<file path="config.mk">
export PLATFORM = sky130hd
export DESIGN_NAME = cm_sort_gather
export DESIGN_NICKNAME = d
export VERILOG_FILES = /design/src/rtl/cm_sort_gather.sv
export SDC_FILE = /design/constraint.sdc
export NUM_CORES = 1
export LEC_CHECK = 0
export CELL_PAD_IN_SITES_DETAIL_PLACEMENT = 1
export CELL_PAD_IN_SITES_GLOBAL_PLACEMENT = 2
export CORE_ASPECT_RATIO = 0.7
export CORE_UTILIZATION = 40
export CTS_BUF_LIST = sky130_fd_sc_hd__clkbuf_4
export CTS_CLUSTER_DIAMETER = 120
export CTS_CLUSTER_SIZE = 20
export DETAILED_ROUTE_END_ITERATION = 16
export HOLD_SLACK_MARGIN = 0.02
export PLACE_DENSITY_LB_ADDON = 0.1
export SYNTH_ARGS = -nofsm -noshare
export SYNTH_HDL_FRONTEND = slang
export SYNTH_SLANG_ARGS = --single-unit
export TNS_END_PERCENT = 10
</file>
<file path="constraint.sdc">
create_clock -name i_clk -period 2.2 [get_ports i_clk]
set_input_delay 0.44 -clock i_clk [delete_from_list [all_inputs] [get_ports i_clk]]
set_output_delay 0.44 -clock i_clk [all_outputs]
set_load 0.05 [all_outputs]
</file>
<file path="src/rtl/cm_sort_gather.sv">
`default_nettype none
// +------------------------------------------------------------------------+
// | Module  : cm_sort_gather                                               |
// | Brief   : Stream-to-frame collector feeding cm_sort. Packs DCNT words  |
// |           into one frame, pads short frames with all-ones words and    |
// |           emits a single-cycle valid pulse per frame.                  |
// | Option  : CM_SORT_GATHER_TMO_EN enables an idle timeout that flushes a |
// |           partial frame after TMO_CYC idle cycles.                     |
// | Revision: 1.0 - initial release                                        |
// +------------------------------------------------------------------------+
module cm_sort_gather #(
  parameter int DCNT    = 4,
  parameter int DWIDTH  = 16,
  parameter int TMO_CYC = 16
) (
  input  logic                        i_clk,
  input  logic                        i_rst_n,
  input  logic                        i_vld,
  output logic                        o_rdy,
  input  logic [DWIDTH-1:0]           i_data,
  input  logic                        i_last,
  output logic                        o_vld,
  output logic [DCNT*DWIDTH-1:0]      o_data,
  output logic [$clog2(DCNT+1)-1:0]   o_cnt
);

  localparam int IDX_W = $clog2(DCNT);
  localparam int CNT_W = $clog2(DCNT+1);
  localparam logic [DCNT*DWIDTH-1:0] c_ones = '1;

  logic                     r_rdy;
  logic                     r_vld;
  logic [DCNT*DWIDTH-1:0]   r_data;
  logic [CNT_W-1:0]         r_cnt;
  logic [IDX_W-1:0]         r_idx;
  logic [DCNT*DWIDTH-1:0]   r_buf;

  logic                     w_beat;
  logic                     w_close;
  logic                     w_tmo;
  logic [DCNT*DWIDTH-1:0]   w_frame;

  assign w_beat  = i_vld & r_rdy;
  assign w_close = w_beat & (i_last | (r_idx == IDX_W'(DCNT-1)));

  // Buffer contents with the incoming word merged into slot r_idx.
  for (genvar j = 0; j < DCNT; j++) begin : g_slot
    assign w_frame[j*DWIDTH +: DWIDTH] =
        (w_beat && (r_idx == IDX_W'(j))) ? i_data : r_buf[j*DWIDTH +: DWIDTH];
  end

`ifdef CM_SORT_GATHER_TMO_EN
  localparam int TMO_W = $clog2(TMO_CYC+1);
  logic [TMO_W-1:0] r_tmo;

  // A partial frame times out on the edge where the idle count would reach
  // TMO_CYC; an arriving beat on that same edge wins and restarts the count.
  assign w_tmo = (r_idx != '0) && !w_beat && (r_tmo == TMO_W'(TMO_CYC-1));

  // Idle counter: runs only while a partial frame is held, cleared by beats.
  always_ff @(posedge i_clk or negedge i_rst_n) begin
    if (!i_rst_n) begin
      r_tmo <= '0;
    end else if (w_beat || (r_idx == '0) || w_tmo) begin
      r_tmo <= '0;
    end else begin
      r_tmo <= r_tmo + TMO_W'(1);
    end
  end
`else
  assign w_tmo = 1'b0;
`endif

  // Frame assembly: collect words, register the padded frame on close.
  always_ff @(posedge i_clk or negedge i_rst_n) begin
    if (!i_rst_n) begin
      r_rdy  <= 1'b0;
      r_vld  <= 1'b0;
      r_data <= c_ones;
      r_cnt  <= '0;
      r_idx  <= '0;
      r_buf  <= c_ones;
    end else begin
      r_rdy <= 1'b1;
      r_vld <= 1'b0;
      if (w_close) begin
        r_data <= w_frame;
        r_cnt  <= CNT_W'(r_idx) + CNT_W'(1);
        r_vld  <= 1'b1;
        r_buf  <= c_ones;
        r_idx  <= '0;
      end else if (w_beat) begin
        r_buf <= w_frame;
        r_idx <= r_idx + IDX_W'(1);
      end else if (w_tmo) begin
        // Unfilled slots of r_buf are still all-ones from the last reload.
        r_data <= r_buf;
        r_cnt  <= CNT_W'(r_idx);
        r_vld  <= 1'b1;
        r_buf  <= c_ones;
        r_idx  <= '0;
      end
    end
  end

  assign o_rdy  = r_rdy;
  assign o_vld  = r_vld;
  assign o_data = r_data;
  assign o_cnt  = r_cnt;

endmodule
`default_nettype wire

</file>
# Word level (Yosys, flattened, before mapping)
# Cells that the tools add are included.
# word_totals
out_inout_bits	69
latch_bits	0
elab_cells	29
rom_bits	0
regBits	135
ramBits	0
memories	0
# op_classes
bitwise_logic	3
n_shift	0
addsub	2
n_reduce_logical	6
div	0
mul	0
n_lt_le_gt_ge	0
muxes	9
eq_ne	3
# ops
op	count
$mux 64	2
$mux 16	4
$eq 2x2->1 const B	2
$logic_and 1x1->1	4
$mux 2	2
$add 2x1->3 const B	1
$add 2x1->2 const B	1
$and 1x1->1	2
$eq 2x1->1 const B	1
$logic_not 2->1	1
$reduce_bool 2->1	1
$mux 1	1
$or 1x1->1	1

# Depth between registers and ports, before layout
# depth
word_depth	5
mapped_depth	6
depth_no_buf	4

# Least setup slack after synthesis
# OpenSTA, ideal clock, no wires.
# synth_path
path_type	reg-to-reg
startpoint	register r_rdy, in the netlist o_rdy
endpoint	register r_cnt[0], in the netlist o_cnt[0]
t_required_ps	2075
arrival_time_ps	1479
period_less_slack_ps	1605
stages_incl_launch_ff	5
path_buffers	2
path_slack_ps	595
cell_sequence	dfrtp_1 -> o211ai_2 -> buf_6 -> buf_8 -> mux2_4
# synth_between
elab_chain_cells	2
# synth_lines
element	line_no	text
start: declaration	31	logic r_rdy;
start signal: assignment	77	r_rdy <= 1'b0;
start signal: assignment	84	r_rdy <= 1'b1;
$and 1x1->1	43	assign w_beat = i_vld & r_rdy;
$and 1x1->1	44	assign w_close = w_beat & (i_last | (r_idx == IDX_W'(DCNT-1)));
end signal: assignment	88	r_cnt <= CNT_W'(r_idx) + CNT_W'(1);
end signal: assignment	98	r_cnt <= CNT_W'(r_idx);
end: declaration	34	logic [CNT_W-1:0] r_cnt;
# Every way passes these cells.
# A chain may end at the register's enable or synchronous reset.

# Worst setup path after layout
# layout_path
startpoint	register r_data[57], in the netlist o_data[57]
endpoint	output o_data[57]
# layout_rtl
element	line_no	text
start: declaration	33	logic [DCNT*DWIDTH-1:0] r_data;
start signal: assignment	79	r_data <= c_ones;
start signal: assignment	87	r_data <= w_frame;
start signal: assignment	97	r_data <= r_buf;
end: declaration	23	output logic [DCNT*DWIDTH-1:0] o_data,
# No word-level cell between the ends.

==> key figures <==
Logic synthesis
  – Mapped cell area: 7050 um2
  – Yosys cell types: 29
  – Cell count after synthesis: 544
  – Post-synthesis mux area share: 0.236
  – Synth Area in Simple Gates: 0.110
  – Register area share after synthesis: 0.502
  – Post-synth net total: ~570
  – Post-synth EDFFs: 0
  – Main combinational cell family by area after synthesis: multiplexers
  – Adder-cell share of the synthesized area: 0.00710
  – Synth warnings: 0
  – Syn_area_per_cell: 13.0 um2
  – Compound-Gate Fraction of Synth Area: 0.0948
  – Post-Synth XOR/XNOR Area: 0
  – FFs w/ async S/R, synth: 1.00
  – Top_reg_cell synth: dfstp_2
  – Flops & latches, synth: 135

Place
  – DP Cell Count: 831
  – DP HPWL: between 10 and 15 mm
  – Port Buffer Count: a little under 90
  – RePlAce Congestion: 0.750
  – Pre-CTS WS: 0.176 ns
  – Placed instance area: 8130 um2

Layout
  – Post-route cell area: between 8000 and 9000 um2
  – Final Non-Filler Cells: 865
  – Net count of the finished layout: 644
  – Share of cells above drive strength 1: 0.548
  – FILL cells: 1789
  – Final design utilization: 0.487
  – Synth-to-layout area growth: 19.0%

Hold path
  – Hold Path Stages: 3
  – Critical hold path startpoint: i_last
  – Hold WC Path Type: in2reg
  – Hold endpoint: r_buf[12]

Global routing
  – Antenna violations before repair: 1
  – GR Util All Layers: 0.222
  – Largest net degree at the start of global routing: 58
  – First-pass GRT wire length: 30.4 mm
  – Vias in the first global route: 5030
  – Grt total ovfl: 0

Routing
  – Post-Route WL: 19.0 mm
  – Drc violations: 0
  – Vias: 4807
  – DR WL met2: 8.66 mm
  – Initial DRC count: 271
  – WL/cell: 21.9 um
  – Antenna viol nets, final: 0
  – 1st-pass router iterations: 4
  – Wl on met1: 8.93 mm
  – Vias/cell: 5.56
  – Max Used Layer: met4
  – Met3 WL: 963 um

STA
  – Final setup vio count: 0
  – Final Critical Period: around 2.1 ns
  – Slew margin rel.: 0.217
  – RSZ-0062 raised after global routing: no
  – Slew at the pin closest to its max-slew limit: ~1.2 ns
  – Count of pins over their slew limit: 0
  – Layout Skew: 0.0122 ns
  – Worst Setup Slack, final: a little over 0.09 ns
  – TNS Setup: 0 ns
  – Fin crit share: 0.958
  – Maximum clock rate: 474 MHz
  – Hold Fails Final Rpt: 0

Floorplanning
  – Die area: about 18000 um2
  – Core area: 17200 um2
  – Starting Density: 0.409
  – Die Y-Extent: 113 um
  – Die Wd: between 150 and 200 um
  – Site row count: 40
  – Ports: 89

Setup path
  – Worst reg-to-reg setup slack: 0.15 ns
  – Endpoint type of the worst setup path: primary output
  – Critical path arrival: 1.67 ns
  – Worst Reg-to-Reg Cells: 3
  – Crit path cell chain: dlygate4sd2_1
  – Critical Path Start: o_data[57]
  – CP delay by family, top: flip-flops
  – Critical path class: reg2out
  – Worst endpoint required time: 1.76 ns
  – Startpoint Class: flop
  – Bufs and invs on worst path: 1
  – RR Startpoint: r_idx[1]
  – Slowest stage delay, CP: 0.57 ns
  – Crit path max fanout: 2
  – Worst r2r dst: r_buf[38]
  – Slowest stage cell, crit path: dfstp_2

Clock tree
  – Clk sinks: 135
  – Clk Latency, worst-skew pair: 0.56 ns
  – CTS tree: done
  – H-Tree Depth: 4
  – CTS clk-pin slew, worst paths: 0.13 ns
  – Clock Path Buffers: 2
  – Clk root buf: clkbuf_4
  – TritonCTS Buffers: 17

Power and ir drop
  – Clock power frac: 0.163
  – Pwr dens: 1320 nW/um2
  – Worst vdd ir: 0.660 mV
  – Sw frac: 0.407
  – Cell Int Power: 6.59 mW
  – Leakage power: 3.32 nW
  – Power share of the sequential group: 0.410
  – Switching pwr: about 4.5 mW
  – Combinational group share of total power: 0.427

Outcome
  – Status: finished, final reports clean

Job
  – Max-cap check violation count: 0
registers in the layout, summed over array words and instances (netlist names):
name and flops:
o_cnt 3, o_data 64, o_rdy 1, o_vld 1
r_buf 64, r_idx 2
cell families after synthesis:
group	after synthesis
AO/OA/AOI/OAI	99
adder cells (fa/ha/maj)	4
buffers and inverters	59
flip-flops	135
multiplexers	131
other	1
AND/OR/NAND/NOR	115
cell usage in the layout (no fill, tap or decap), types with 4 or more instances in the layout:
cell type and instances:
clkinvlp_4 4, buf_4 38, mux2_4 50, dfrtp_1 6, clkdlybuf4s50_1 16, clkbuf_4 17, dlygate4sd2_1 46, mux2_2 78
nand2b_1 16, clkinv_4 4, and4b_1 16, a21oi_1 47, buf_12 8, nor2b_1 32, a211oi_2 6, dfstp_2 128
nor4_1 47, a211oi_1 41
worst min-delay path: stages:
cell and delay, ns:
buf_2 0.17, nor4_1 0.08, a211oi_1 0.21
power by group through the flow:
| stage | Sequential (mW) | Combinational, mW | Clock (mW) |
|---|---|---|---|
| floorplan | 6.21 | 1.87 | 0 |
| global placement | 4.55 | 4.90 | 0 |
| detailed placement | 4.60 | 4.99 | 0 |
| CTS | 4.56 | 4.80 | 1.87 |
| global route | 4.69 | 5.03 | 1.97 |
| finish | 4.55 | 4.75 | 1.81 |
cell usage after synthesis (all sizes together), types with 4 or more instances:
library cell	n	area, um2
a211oi	47	383
a21oi	47	235
and4b	16	160
buf	39	270
clkbuf	17	63.8
dfrtp	7	175
dfstp	128	3360
ha	4	50.1
mux2	131	1660
nand2b	16	100
nor2b	32	200
nor4	47	294
final cells by class:
class	instances	area (um2)	share of cell area
multi-input combinational	350	3190	0.380
sequential	135	3540	0.422
tap	231	289	0.0345
inverter	3	11.3	0.00134
clock buffer	17	128	0.0152
clock inverter	15	179	0.0213
timing repair buffer	113	1050	0.125
antenna	1	2.50	0.000298
metrics by stage:
| step | total power, mW | hold slack (ns) |
|---|---|---|
| after floorplan | 8.08 | 0.144 |
| after global placement | 9.44 | 0.442 |
| after detailed placement | 9.59 | 0.443 |
| after CTS | 11.2 | 0.356 |
| after global routing | 11.7 | 0.401 |
| final | 11.1 | 0.383 |
layer usage:
layer | up-vias | global-route usage
met2 | 108 | 0.344
met4 | 0 | 0.0800
met3 | 25 | 0.0378
met5 | - | 0
li1 | 2182 | -
met1 | 2492 | 0.314
timing repair:
item	4_1_cts	5_1_grt
hold buffers	1	0
buffers inserted	0	0
setup endpoints to repair	47	1
resized for setup	47	1
endpoints found under the hold margin	6	0
gates cloned	0	0
worst max path at each step:
stage | to | slack, ns | depth (start not counted)
3_3_place_gp | o_data[18] | 0.27 | 3
2_1_floorplan | o_cnt[0] | 0.60 | 4
3_5_place_dp | r_buf[39] | 0.18 | 3
4_1_cts | o_data[53] | 0.02 | 1
6_report | o_data[57] | 0.09 | 1
5_1_grt | o_data[57] | 0.01 | 1
No activity file was read; power rests on OpenSTA's default activity.
